==> src/rtl/alu_stream_if.sv <==
// Command/result handshake bundle between the command sequencer, the ALU and writeback.
interface alu_stream_if #(
  parameter int unsigned N = 8
);
  localparam int unsigned RW = 2 * N + 1;

  logic          in_valid;
  logic          in_ready;
  logic [N-1:0]  opa;
  logic [N-1:0]  opb;
  logic          cin;
  logic          mode;
  logic [3:0]    cmd;
  logic [1:0]    inp_valid;
  logic          out_valid;
  logic          out_ready;
  logic [RW-1:0] res;
  logic          cout;
  logic          oflow;
  logic          g;
  logic          l;
  logic          e;
  logic          err;

  // Sequencer/writeback side
  modport master (
    output in_valid, opa, opb, cin, mode, cmd, inp_valid, out_ready,
    input  in_ready, out_valid, res, cout, oflow, g, l, e, err
  );

  // ALU side
  modport slave (
    input  in_valid, opa, opb, cin, mode, cmd, inp_valid, out_ready,
    output in_ready, out_valid, res, cout, oflow, g, l, e, err
  );
endinterface

==> src/rtl/alu_stream.sv <==
// Handshaked ALU: one command per transfer, single-cycle ops or MUL_LAT-cycle multiplies,
// result and flags held until the sink takes them.
module alu_stream #(
  parameter int unsigned N       = 8,
  parameter int unsigned MUL_LAT = 3
) (
  input  logic         clk,
  input  logic         rst_n,
  alu_stream_if.slave  bus
);
  localparam int unsigned RW = 2 * N + 1;
  localparam int unsigned N1 = N + 1;
  localparam int unsigned CW = $clog2(MUL_LAT + 1);
  localparam logic [CW-1:0] CNT_LAST = CW'(MUL_LAT - 1);

  // Arithmetic command codes
  localparam logic [3:0] A_ADD  = 4'd0,  A_SUB  = 4'd1,  A_ADDC = 4'd2,  A_SUBB = 4'd3;
  localparam logic [3:0] A_INCA = 4'd4,  A_DECA = 4'd5,  A_INCB = 4'd6,  A_DECB = 4'd7;
  localparam logic [3:0] A_CMP  = 4'd8,  A_MULI = 4'd9,  A_MULS = 4'd10, A_SADD = 4'd11;
  localparam logic [3:0] A_SSUB = 4'd12;
  // Logic command codes
  localparam logic [3:0] L_AND  = 4'd0,  L_NAND = 4'd1,  L_OR   = 4'd2,  L_NOR  = 4'd3;
  localparam logic [3:0] L_XOR  = 4'd4,  L_XNOR = 4'd5,  L_NOTA = 4'd6,  L_NOTB = 4'd7;
  localparam logic [3:0] L_SHRA = 4'd8,  L_SHLA = 4'd9,  L_SHRB = 4'd10, L_SHLB = 4'd11;
  localparam logic [3:0] L_ROL  = 4'd12, L_ROR  = 4'd13;

  typedef enum logic [1:0] {S_IDLE, S_MUL, S_HOLD} state_t;

  typedef struct packed {
    logic [RW-1:0] res;
    logic          cout;
    logic          oflow;
    logic          g;
    logic          l;
    logic          e;
    logic          err;
  } result_t;

  state_t        state_q, state_d;
  logic [CW-1:0] cnt_q, cnt_d;
  logic [RW-1:0] prod_q, prod_d;
  result_t       rslt_q, rslt_d;

  logic          accept;
  result_t       alu_c;
  logic          alu_mul_c;
  logic [RW-1:0] prod_c;
  logic [N:0]    nres_c;
  logic [1:0]    need_c;
  logic          known_c;
  logic          rot_err_c;

  logic [N-1:0]  a, b;
  logic [N:0]    sum_ab, sum_abc, b_cin, ssum, sdiff, a_p1, b_p1;
  logic [N-1:0]  rol_a, ror_a;

  assign a       = bus.opa;
  assign b       = bus.opb;
  assign sum_ab  = {1'b0, a} + {1'b0, b};
  assign sum_abc = sum_ab + N1'(bus.cin);
  assign b_cin   = {1'b0, b} + N1'(bus.cin);
  assign ssum    = {a[N-1], a} + {b[N-1], b};
  assign sdiff   = {a[N-1], a} - {b[N-1], b};
  assign a_p1    = {1'b0, a} + N1'(1);
  assign b_p1    = {1'b0, b} + N1'(1);
  // A shift by N (b == 0) yields zero, so the OR reduces to A itself
  assign rol_a   = (a << b) | (a >> (N'(N) - b));
  assign ror_a   = (a >> b) | (a << (N'(N) - b));

  assign bus.in_ready  = rst_n & ((state_q == S_IDLE) | ((state_q == S_HOLD) & bus.out_ready));
  assign accept        = bus.in_valid & bus.in_ready;
  assign bus.out_valid = (state_q == S_HOLD);
  assign bus.res       = rslt_q.res;
  assign bus.cout      = rslt_q.cout;
  assign bus.oflow     = rslt_q.oflow;
  assign bus.g         = rslt_q.g;
  assign bus.l         = rslt_q.l;
  assign bus.e         = rslt_q.e;
  assign bus.err       = rslt_q.err;

  // Decode the presented command into a result, or a product for the multiply path
  always_comb begin
    alu_c     = '0;
    alu_mul_c = 1'b0;
    prod_c    = '0;
    nres_c    = '0;
    need_c    = 2'b11;
    known_c   = 1'b1;
    rot_err_c = 1'b0;
    if (bus.mode) begin
      case (bus.cmd)
        A_ADD:  begin nres_c = sum_ab;  alu_c.cout = sum_ab[N]; end
        A_SUB:  begin nres_c = {1'b0, a - b}; alu_c.oflow = (a < b); end
        A_ADDC: begin nres_c = sum_abc; alu_c.cout = sum_abc[N]; end
        A_SUBB: begin
          nres_c      = {1'b0, a - b - N'(bus.cin)};
          alu_c.oflow = ({1'b0, a} < b_cin);
        end
        A_INCA: begin need_c = 2'b10; nres_c = {1'b0, a + N'(1)}; alu_c.cout  = &a; end
        A_DECA: begin need_c = 2'b10; nres_c = {1'b0, a - N'(1)}; alu_c.oflow = ~|a; end
        A_INCB: begin need_c = 2'b01; nres_c = {1'b0, b + N'(1)}; alu_c.cout  = &b; end
        A_DECB: begin need_c = 2'b01; nres_c = {1'b0, b - N'(1)}; alu_c.oflow = ~|b; end
        A_CMP:  begin alu_c.g = (a > b); alu_c.l = (a < b); alu_c.e = (a == b); end
        A_MULI: begin alu_mul_c = 1'b1; prod_c = RW'(a_p1) * RW'(b_p1); end
        A_MULS: begin alu_mul_c = 1'b1; prod_c = RW'({a[N-2:0], 1'b0}) * RW'(b); end
        A_SADD, A_SSUB: begin
          nres_c      = (bus.cmd == A_SADD) ? ssum : sdiff;
          alu_c.oflow = nres_c[N] ^ nres_c[N-1];
          alu_c.g     = ($signed(a) > $signed(b));
          alu_c.l     = ($signed(a) < $signed(b));
          alu_c.e     = (a == b);
        end
        default: known_c = 1'b0;
      endcase
    end else begin
      case (bus.cmd)
        L_AND:  nres_c = {1'b0, a & b};
        L_NAND: nres_c = {1'b0, ~(a & b)};
        L_OR:   nres_c = {1'b0, a | b};
        L_NOR:  nres_c = {1'b0, ~(a | b)};
        L_XOR:  nres_c = {1'b0, a ^ b};
        L_XNOR: nres_c = {1'b0, ~(a ^ b)};
        L_NOTA: begin need_c = 2'b10; nres_c = {1'b0, ~a}; end
        L_NOTB: begin need_c = 2'b01; nres_c = {1'b0, ~b}; end
        L_SHRA: begin need_c = 2'b10; nres_c = {2'b00, a[N-1:1]}; end
        L_SHLA: begin need_c = 2'b10; nres_c = {a, 1'b0}; end
        L_SHRB: begin need_c = 2'b01; nres_c = {2'b00, b[N-1:1]}; end
        L_SHLB: begin need_c = 2'b01; nres_c = {b, 1'b0}; end
        L_ROL:  begin nres_c = {1'b0, rol_a}; rot_err_c = (b >= N'(N)); end
        L_ROR:  begin nres_c = {1'b0, ror_a}; rot_err_c = (b >= N'(N)); end
        default: known_c = 1'b0;
      endcase
    end
    if (!known_c || rot_err_c || ((need_c & ~bus.inp_valid) != 2'b00)) begin
      alu_c     = '0;
      alu_c.err = 1'b1;
      alu_mul_c = 1'b0;
    end else begin
      alu_c.res = RW'(nres_c);
    end
  end

  // Next-state: multiply countdown, result hand-off, and back-to-back accept
  always_comb begin
    state_d = state_q;
    cnt_d   = cnt_q;
    prod_d  = prod_q;
    rslt_d  = rslt_q;
    case (state_q)
      S_MUL: begin
        if (cnt_q == CNT_LAST) begin
          state_d    = S_HOLD;
          rslt_d     = '0;
          rslt_d.res = prod_q;
        end else begin
          cnt_d = cnt_q + CW'(1);
        end
      end
      S_HOLD: if (bus.out_ready) state_d = S_IDLE;
      default: ;
    endcase
    if (accept) begin
      if (alu_mul_c) begin
        state_d = S_MUL;
        cnt_d   = CW'(1);
        prod_d  = prod_c;
      end else begin
        state_d = S_HOLD;
        rslt_d  = alu_c;
      end
    end
  end

  // State and result registers with synchronous reset
  always_ff @(posedge clk) begin
    if (!rst_n) begin
      state_q <= S_IDLE;
      cnt_q   <= '0;
      prod_q  <= '0;
      rslt_q  <= '0;
    end else begin
      state_q <= state_d;
      cnt_q   <= cnt_d;
      prod_q  <= prod_d;
      rslt_q  <= rslt_d;
    end
  end
endmodule

==> src/flat_wrapper.sv <==
// flat-port wrapper written by rule: the top's interface ports become plain ports
module alu_stream_flat 
#(
  parameter int unsigned N       = 8,
  parameter int unsigned MUL_LAT = 3
)
  (clk, rst_n, bus_in_valid, bus_opa, bus_opb, bus_cin, bus_mode, bus_cmd, bus_inp_valid, bus_out_ready, bus_in_ready, bus_out_valid, bus_res, bus_cout, bus_oflow, bus_g, bus_l, bus_e, bus_err);
  alu_stream_if #(.N(N)) bus_i ();
  input  logic clk;
  input  logic rst_n;
  input wire logic [$bits(bus_i.in_valid)-1:0] bus_in_valid;
  input wire logic [$bits(bus_i.opa)-1:0] bus_opa;
  input wire logic [$bits(bus_i.opb)-1:0] bus_opb;
  input wire logic [$bits(bus_i.cin)-1:0] bus_cin;
  input wire logic [$bits(bus_i.mode)-1:0] bus_mode;
  input wire logic [$bits(bus_i.cmd)-1:0] bus_cmd;
  input wire logic [$bits(bus_i.inp_valid)-1:0] bus_inp_valid;
  input wire logic [$bits(bus_i.out_ready)-1:0] bus_out_ready;
  output wire logic [$bits(bus_i.in_ready)-1:0] bus_in_ready;
  output wire logic [$bits(bus_i.out_valid)-1:0] bus_out_valid;
  output wire logic [$bits(bus_i.res)-1:0] bus_res;
  output wire logic [$bits(bus_i.cout)-1:0] bus_cout;
  output wire logic [$bits(bus_i.oflow)-1:0] bus_oflow;
  output wire logic [$bits(bus_i.g)-1:0] bus_g;
  output wire logic [$bits(bus_i.l)-1:0] bus_l;
  output wire logic [$bits(bus_i.e)-1:0] bus_e;
  output wire logic [$bits(bus_i.err)-1:0] bus_err;
  assign bus_i.in_valid = bus_in_valid;
  assign bus_i.opa = bus_opa;
  assign bus_i.opb = bus_opb;
  assign bus_i.cin = bus_cin;
  assign bus_i.mode = bus_mode;
  assign bus_i.cmd = bus_cmd;
  assign bus_i.inp_valid = bus_inp_valid;
  assign bus_i.out_ready = bus_out_ready;
  assign bus_in_ready = bus_i.in_ready;
  assign bus_out_valid = bus_i.out_valid;
  assign bus_res = bus_i.res;
  assign bus_cout = bus_i.cout;
  assign bus_oflow = bus_i.oflow;
  assign bus_g = bus_i.g;
  assign bus_l = bus_i.l;
  assign bus_e = bus_i.e;
  assign bus_err = bus_i.err;
  alu_stream #(.N(N), .MUL_LAT(MUL_LAT)) u_core (.clk(clk), .rst_n(rst_n), .bus(bus_i));
endmodule
==> config.mk <==
export PLATFORM = sky130hd
export DESIGN_NAME = alu_stream_flat
export DESIGN_NICKNAME = d
export VERILOG_FILES = /design/src/rtl/alu_stream_if.sv /design/src/rtl/alu_stream.sv /design/src/flat_wrapper.sv
export SDC_FILE = /design/constraint.sdc
export NUM_CORES = 1
export LEC_CHECK = 0
export CORE_MARGIN = 2
export CORE_UTILIZATION = 32
export CTS_CLUSTER_SIZE = 16
export DETAILED_ROUTE_END_ITERATION = 16
export SLEW_MARGIN = 25
export SYNTH_ARGS = -nofsm -noshare
export SYNTH_HDL_FRONTEND = slang
export SYNTH_SLANG_ARGS = --single-unit
export TNS_END_PERCENT = 100
==> constraint.sdc <==
create_clock -name clk -period 8.8 [get_ports clk]
set_clock_uncertainty 0.05 [all_clocks]
set_input_delay 2.2 -clock clk [delete_from_list [all_inputs] [get_ports clk]]
set_output_delay 2.2 -clock clk [all_outputs]
set_load 0.05 [all_outputs]
==> impl_results.rst, run 1 <==
.. list-table::
   :header-rows: 1

   * - Metric
     - Value
   * - LEAKAGE
     - 5.57 nW
   * - Endpoint of the worst register-to-register path
     - u_core.bus.oflow
   * - Number of stages on the worst hold path
     - 2
   * - Cell area after placement
     - 12,600 um2
   * - Full die area
     - 37,600 um2
   * - Synth Instances
     - 1,554
   * - Number of design-rule violations left by the first detailed-router iteration
     - 1,251
   * - Final layout net count
     - 1,829
   * - Share of flip-flops with an asynchronous set or reset after synthesis
     - 0%
   * - Cell chosen for the clock root
     - sky130_fd_sc_hd__clkbuf_16
   * - Fraction of the mapped netlist area in adder cells
     - 29.7%
   * - Iteration count of the initial detailed-routing pass
     - 6
   * - Most frequently used cell type in the post-synthesis netlist
     - sky130_fd_sc_hd__nand2_1
   * - Remaining Overflow, GRT
     - 0
   * - Critical Path, Cell by Cell
     - clkdlybuf4s50_1, ha_1, nand3_1, xnor2_1, or2_2, fa_1, fa_1, inv_1, fa_1, inv_1, fa_1, inv_1, ha_1, o21a_1, a2111oi_0, o41a_1, a21oi_1, xor2_1, a22oi_1, a21oi_1
   * - I/O pin count
     - 53
   * - Maximum ir drop on the vdd rail
     - 0.0829 mV
   * - Width of the die
     - 194 um
   * - Fmax achieved
     - 127 MHz
   * - Data required time at the worst endpoint
     - 8.91 ns
   * - Flip-flop and latch count after synthesis
     - 44
   * - Most frequent cells after synthesis
     - sky130_fd_sc_hd__nand2_1 (180), sky130_fd_sc_hd__inv_1 (158), sky130_fd_sc_hd__nor2_1 (154)
   * - Final hold viol count
     - 0
   * - Data arrival time of the worst path
     - 7.96 ns
   * - Syn. warnings
     - 0
   * - Worst-Skew Late Latency
     - 0.31 ns
   * - Maximum buffer depth of the clock tree
     - 2
   * - Main combinational cell family by area after synthesis
     - adder cells
   * - Starting utilization of the core area
     - 32.4%
   * - # setup viols final
     - 0
   * - Fraction of synthesized cell area in xor and xnor cells
     - 7.74%
   * - Total number of vias
     - 11,900
   * - Hold bufs inserted after CTS
     - 0
   * - Post-CTS setup repair buffer count
     - 0
   * - Aggregate negative setup slack
     - 0 ns
   * - Count of max-cap constraint violations
     - 0
   * - Slowest CP cell
     - sky130_fd_sc_hd__xnor2_1
   * - Post-synthesis compound-gate area fraction
     - 21.2%
   * - Global-route wire length before repair
     - 69,100 um
   * - Critical Path Max Stage Delay
     - 0.69 ns
   * - DRC violation count after routing
     - 0
   * - Most frequently used flop master after synthesis
     - sky130_fd_sc_hd__dfxtp_1
   * - Post-synthesis sequential area ratio
     - 7.63%
   * - Number of clock buffers inserted by TritonCTS
     - 5
   * - Total Power Consumption
     - 1.74 mW
   * - Clock slew at reported path FFs
     - 0.07 ns
   * - Classification of the worst setup path
     - input port to flip-flop
   * - Fill cells
     - 3,847
   * - Clock period minus final worst setup slack
     - 7.85 ns
   * - Measured slew at the worst slew-check pin
     - 1.02 ns
   * - Clk sinks
     - 44
   * - Synthesized area divided by synthesized cell count
     - 7.43 um2
   * - Share of layout cells above drive strength 1
     - 6.53%
   * - Setup repair after global routing missed its margin
     - no
   * - RR Startpoint
     - u_core.state_q[0]
   * - Nature of the critical path startpoint
     - input port
   * - Startpoint of the most critical hold path
     - u_core.prod_q[0]
   * - Max-slew violations
     - 0
   * - Worst slew margin relative to its limit
     - 31.1%
   * - Endpoint of the worst hold path
     - u_core.prod_q[0]
   * - Share of the synthesized area in the top cell type
     - 15.3%
   * - Overall Global Routing Usage
     - 23.7%
   * - Total standard cell area after synthesis
     - 11,500 um2
   * - Per-cell routed wire length
     - 22.4 um
   * - Simple-gate area share of the yosys netlist
     - 22.6%
   * - Post-route cell area
     - 12,800 um2
   * - Pin count of the biggest net entering global routing
     - 38
   * - ANT nets after route
     - 0
   * - Final wirelength
     - 45,600 um
   * - Number of unique standard cell types used by synthesis
     - 93
   * - Leading cell types by total area after synthesis
     - sky130_fd_sc_hd__ha_1 (15%), sky130_fd_sc_hd__fa_1 (14%), sky130_fd_sc_hd__dfxtp_1 (7.6%)
   * - Row count
     - 69
   * - Synth area leader
     - sky130_fd_sc_hd__ha_1
   * - Via density per instance
     - 5.85
   * - Count of input and output buffers
     - 52
   * - Kind of end point of the critical path
     - flip-flop
   * - Initial antenna violation count
     - 2
   * - Share of cell area taken by muxes after synthesis
     - 2.53%
   * - R2r worst-path depth
     - 9
   * - Gpl congestion
     - 1.02
   * - Die height
     - 194 um
   * - CTS tree
     - built
   * - Area Growth Syn to Fin
     - 11.0%
   * - Antenna diode count
     - 0
   * - Largest fanout on the critical path
     - 9
   * - Portion of the clock cycle consumed by the worst path in the final layout
     - 89.2%
   * - Cells resized by post-CTS repair
     - 0
   * - Fin Hold WS
     - 0.401 ns
   * - Run status
     - finished, final reports clean
   * - Power density cells
     - 136 nW/um2
   * - Syn Nets
     - 1,806
   * - Core Footprint
     - 35,600 um2
   * - Worst Hold Class
     - flip-flop to flip-flop
   * - Register-to-register path setup slack
     - 5.58 ns
   * - H-tree lvl count
     - 2
   * - DP Wirelength
     - 36,300 um
   * - Number of synthesized flops with an enable pin
     - 0
   * - Cell repeated most along the worst path
     - sky130_fd_sc_hd__fa_1
   * - Via count of the first global-routing pass
     - 11,300
## worst max-delay path: cells and delay by family
kind | cells | cell delay [ns]
adder cells (fa/ha/maj) | 6 | 2.58
AO/OA/AOI/OAI | 6 | 1.26
buffers and inverters | 4 | 0.67
AND/OR/NAND/NOR | 2 | 0.38
XOR/XNOR | 2 | 0.83
## cell families (layout without fill, tap and decap cells)
family | Yosys count | count (layout)
AO/OA/AOI/OAI | 351 | 351
XOR/XNOR | 102 | 102
flip-flops | 44 | 44
buffers and inverters | 250 | 273
AND/OR/NAND/NOR | 558 | 558
multiplexers | 25 | 25
adder cells (fa/ha/maj) | 224 | 224
## worst max path at each step
| stage | depth (start not counted) | start | end | slack (ns) |
|---|---|---|---|---|
| 2_1_floorplan | 24 | bus_opb[1] | u_core.prod_q[15] | 0.94 |
| 3_5_place_dp | 20 | bus_opa[1] | u_core.prod_q[15] | 0.59 |
| 5_1_grt | 21 | bus_opa[1] | u_core.prod_q[16] | 0.55 |
| 6_report | 20 | bus_opa[1] | u_core.prod_q[15] | 0.95 |
| 3_3_place_gp | 21 | bus_opa[3] | u_core.prod_q[14] | 0.73 |
| 4_1_cts | 20 | bus_opa[1] | u_core.prod_q[15] | 0.93 |
## layout make-up
class                   instances  area, um2  area share [%]
inverters                     165        619            4.83
flip-flops and latches         44        881            6.87
repair buffers                101        878            6.85
well taps                     461        577            4.50
clock inverters                 2       60.1           0.469
clock buffers                   5        125           0.976
multi-input cells            1260       9670            75.5
## stage by stage
stage               instances  util [%]  setup WS (ns)
global route             2038      36.0          0.553
global placement         2031      35.5          0.725
finish                   2038      36.0          0.949
CTS                      2038      36.0          0.932
detailed placement       2031      35.5          0.593
floorplan                1554         -          0.940
## placed cells by master (no fill, tap or decap), types with 15 or more instances in the layout
master / n
sky130_fd_sc_hd__o22ai_1: 16
sky130_fd_sc_hd__buf_4: 49
sky130_fd_sc_hd__xnor2_1: 78
sky130_fd_sc_hd__xor2_1: 24
sky130_fd_sc_hd__a211oi_1: 19
sky130_fd_sc_hd__nor2b_1: 19
sky130_fd_sc_hd__or2_2: 18
sky130_fd_sc_hd__nand2_1: 180
sky130_fd_sc_hd__clkdlybuf4s50_1: 50
sky130_fd_sc_hd__nand2b_1: 20
sky130_fd_sc_hd__mux2i_1: 19
sky130_fd_sc_hd__o21ai_0: 61
sky130_fd_sc_hd__inv_1: 158
sky130_fd_sc_hd__a21oi_1: 72
sky130_fd_sc_hd__nand3_1: 52
sky130_fd_sc_hd__fa_1: 83
sky130_fd_sc_hd__ha_1: 141
sky130_fd_sc_hd__dfxtp_1: 44
sky130_fd_sc_hd__nor2_1: 153
sky130_fd_sc_hd__o211ai_1: 15
sky130_fd_sc_hd__nor3_1: 36
## sequential cells by signal (all words and copies together), names as in the netlist
signal            cells
u_core.bus.g          1
u_core.bus.oflow      1
u_core.cnt_q          2
u_core.bus.l          1
u_core.bus.cout       1
u_core.bus.err        1
u_core.prod_q        17
u_core.bus.e          1
u_core.bus.res       17
u_core.state_q        2
## per-layer routing
| layer | global-route usage [%] | wire (um) |
|---|---|---|
| met3 | 5.67 | 4900 |
| met5 | 0 | 16 |
| met1 | 34.2 | 20100 |
| met2 | 35.0 | 19300 |
| met4 | 6.73 | 1370 |
## power breakdown
group	total [mW]	internal [mW]	switching (mW)	leakage [nW]
logic	1.29	0.506	0.784	5.12
clock network	0.246	0.161	0.0852	0.0899
registers	0.207	0.204	0.00275	0.356
Note: power is estimated with default switching activity, not from simulation.
==> run 2: changes to the inputs <==
--- a/config.mk
+++ b/config.mk
@@ -13,4 +13,3 @@
 export SYNTH_ARGS = -nofsm -noshare
 export SYNTH_HDL_FRONTEND = slang
 export SYNTH_SLANG_ARGS = --single-unit
-export TNS_END_PERCENT = 100
==> results of run 2 <==
The final DEF is identical to that of run 1; final timing and power are the same.
==> run 3: changes to the inputs <==
--- a/config.mk
+++ b/config.mk
@@ -9,6 +9,7 @@
 export CORE_UTILIZATION = 32
 export CTS_CLUSTER_SIZE = 16
 export DETAILED_ROUTE_END_ITERATION = 16
+export HOLD_SLACK_MARGIN = 0.1
 export SLEW_MARGIN = 25
 export SYNTH_ARGS = -nofsm -noshare
 export SYNTH_HDL_FRONTEND = slang
==> results of run 3 <==
The final DEF is identical to that of run 1; final timing and power are the same.
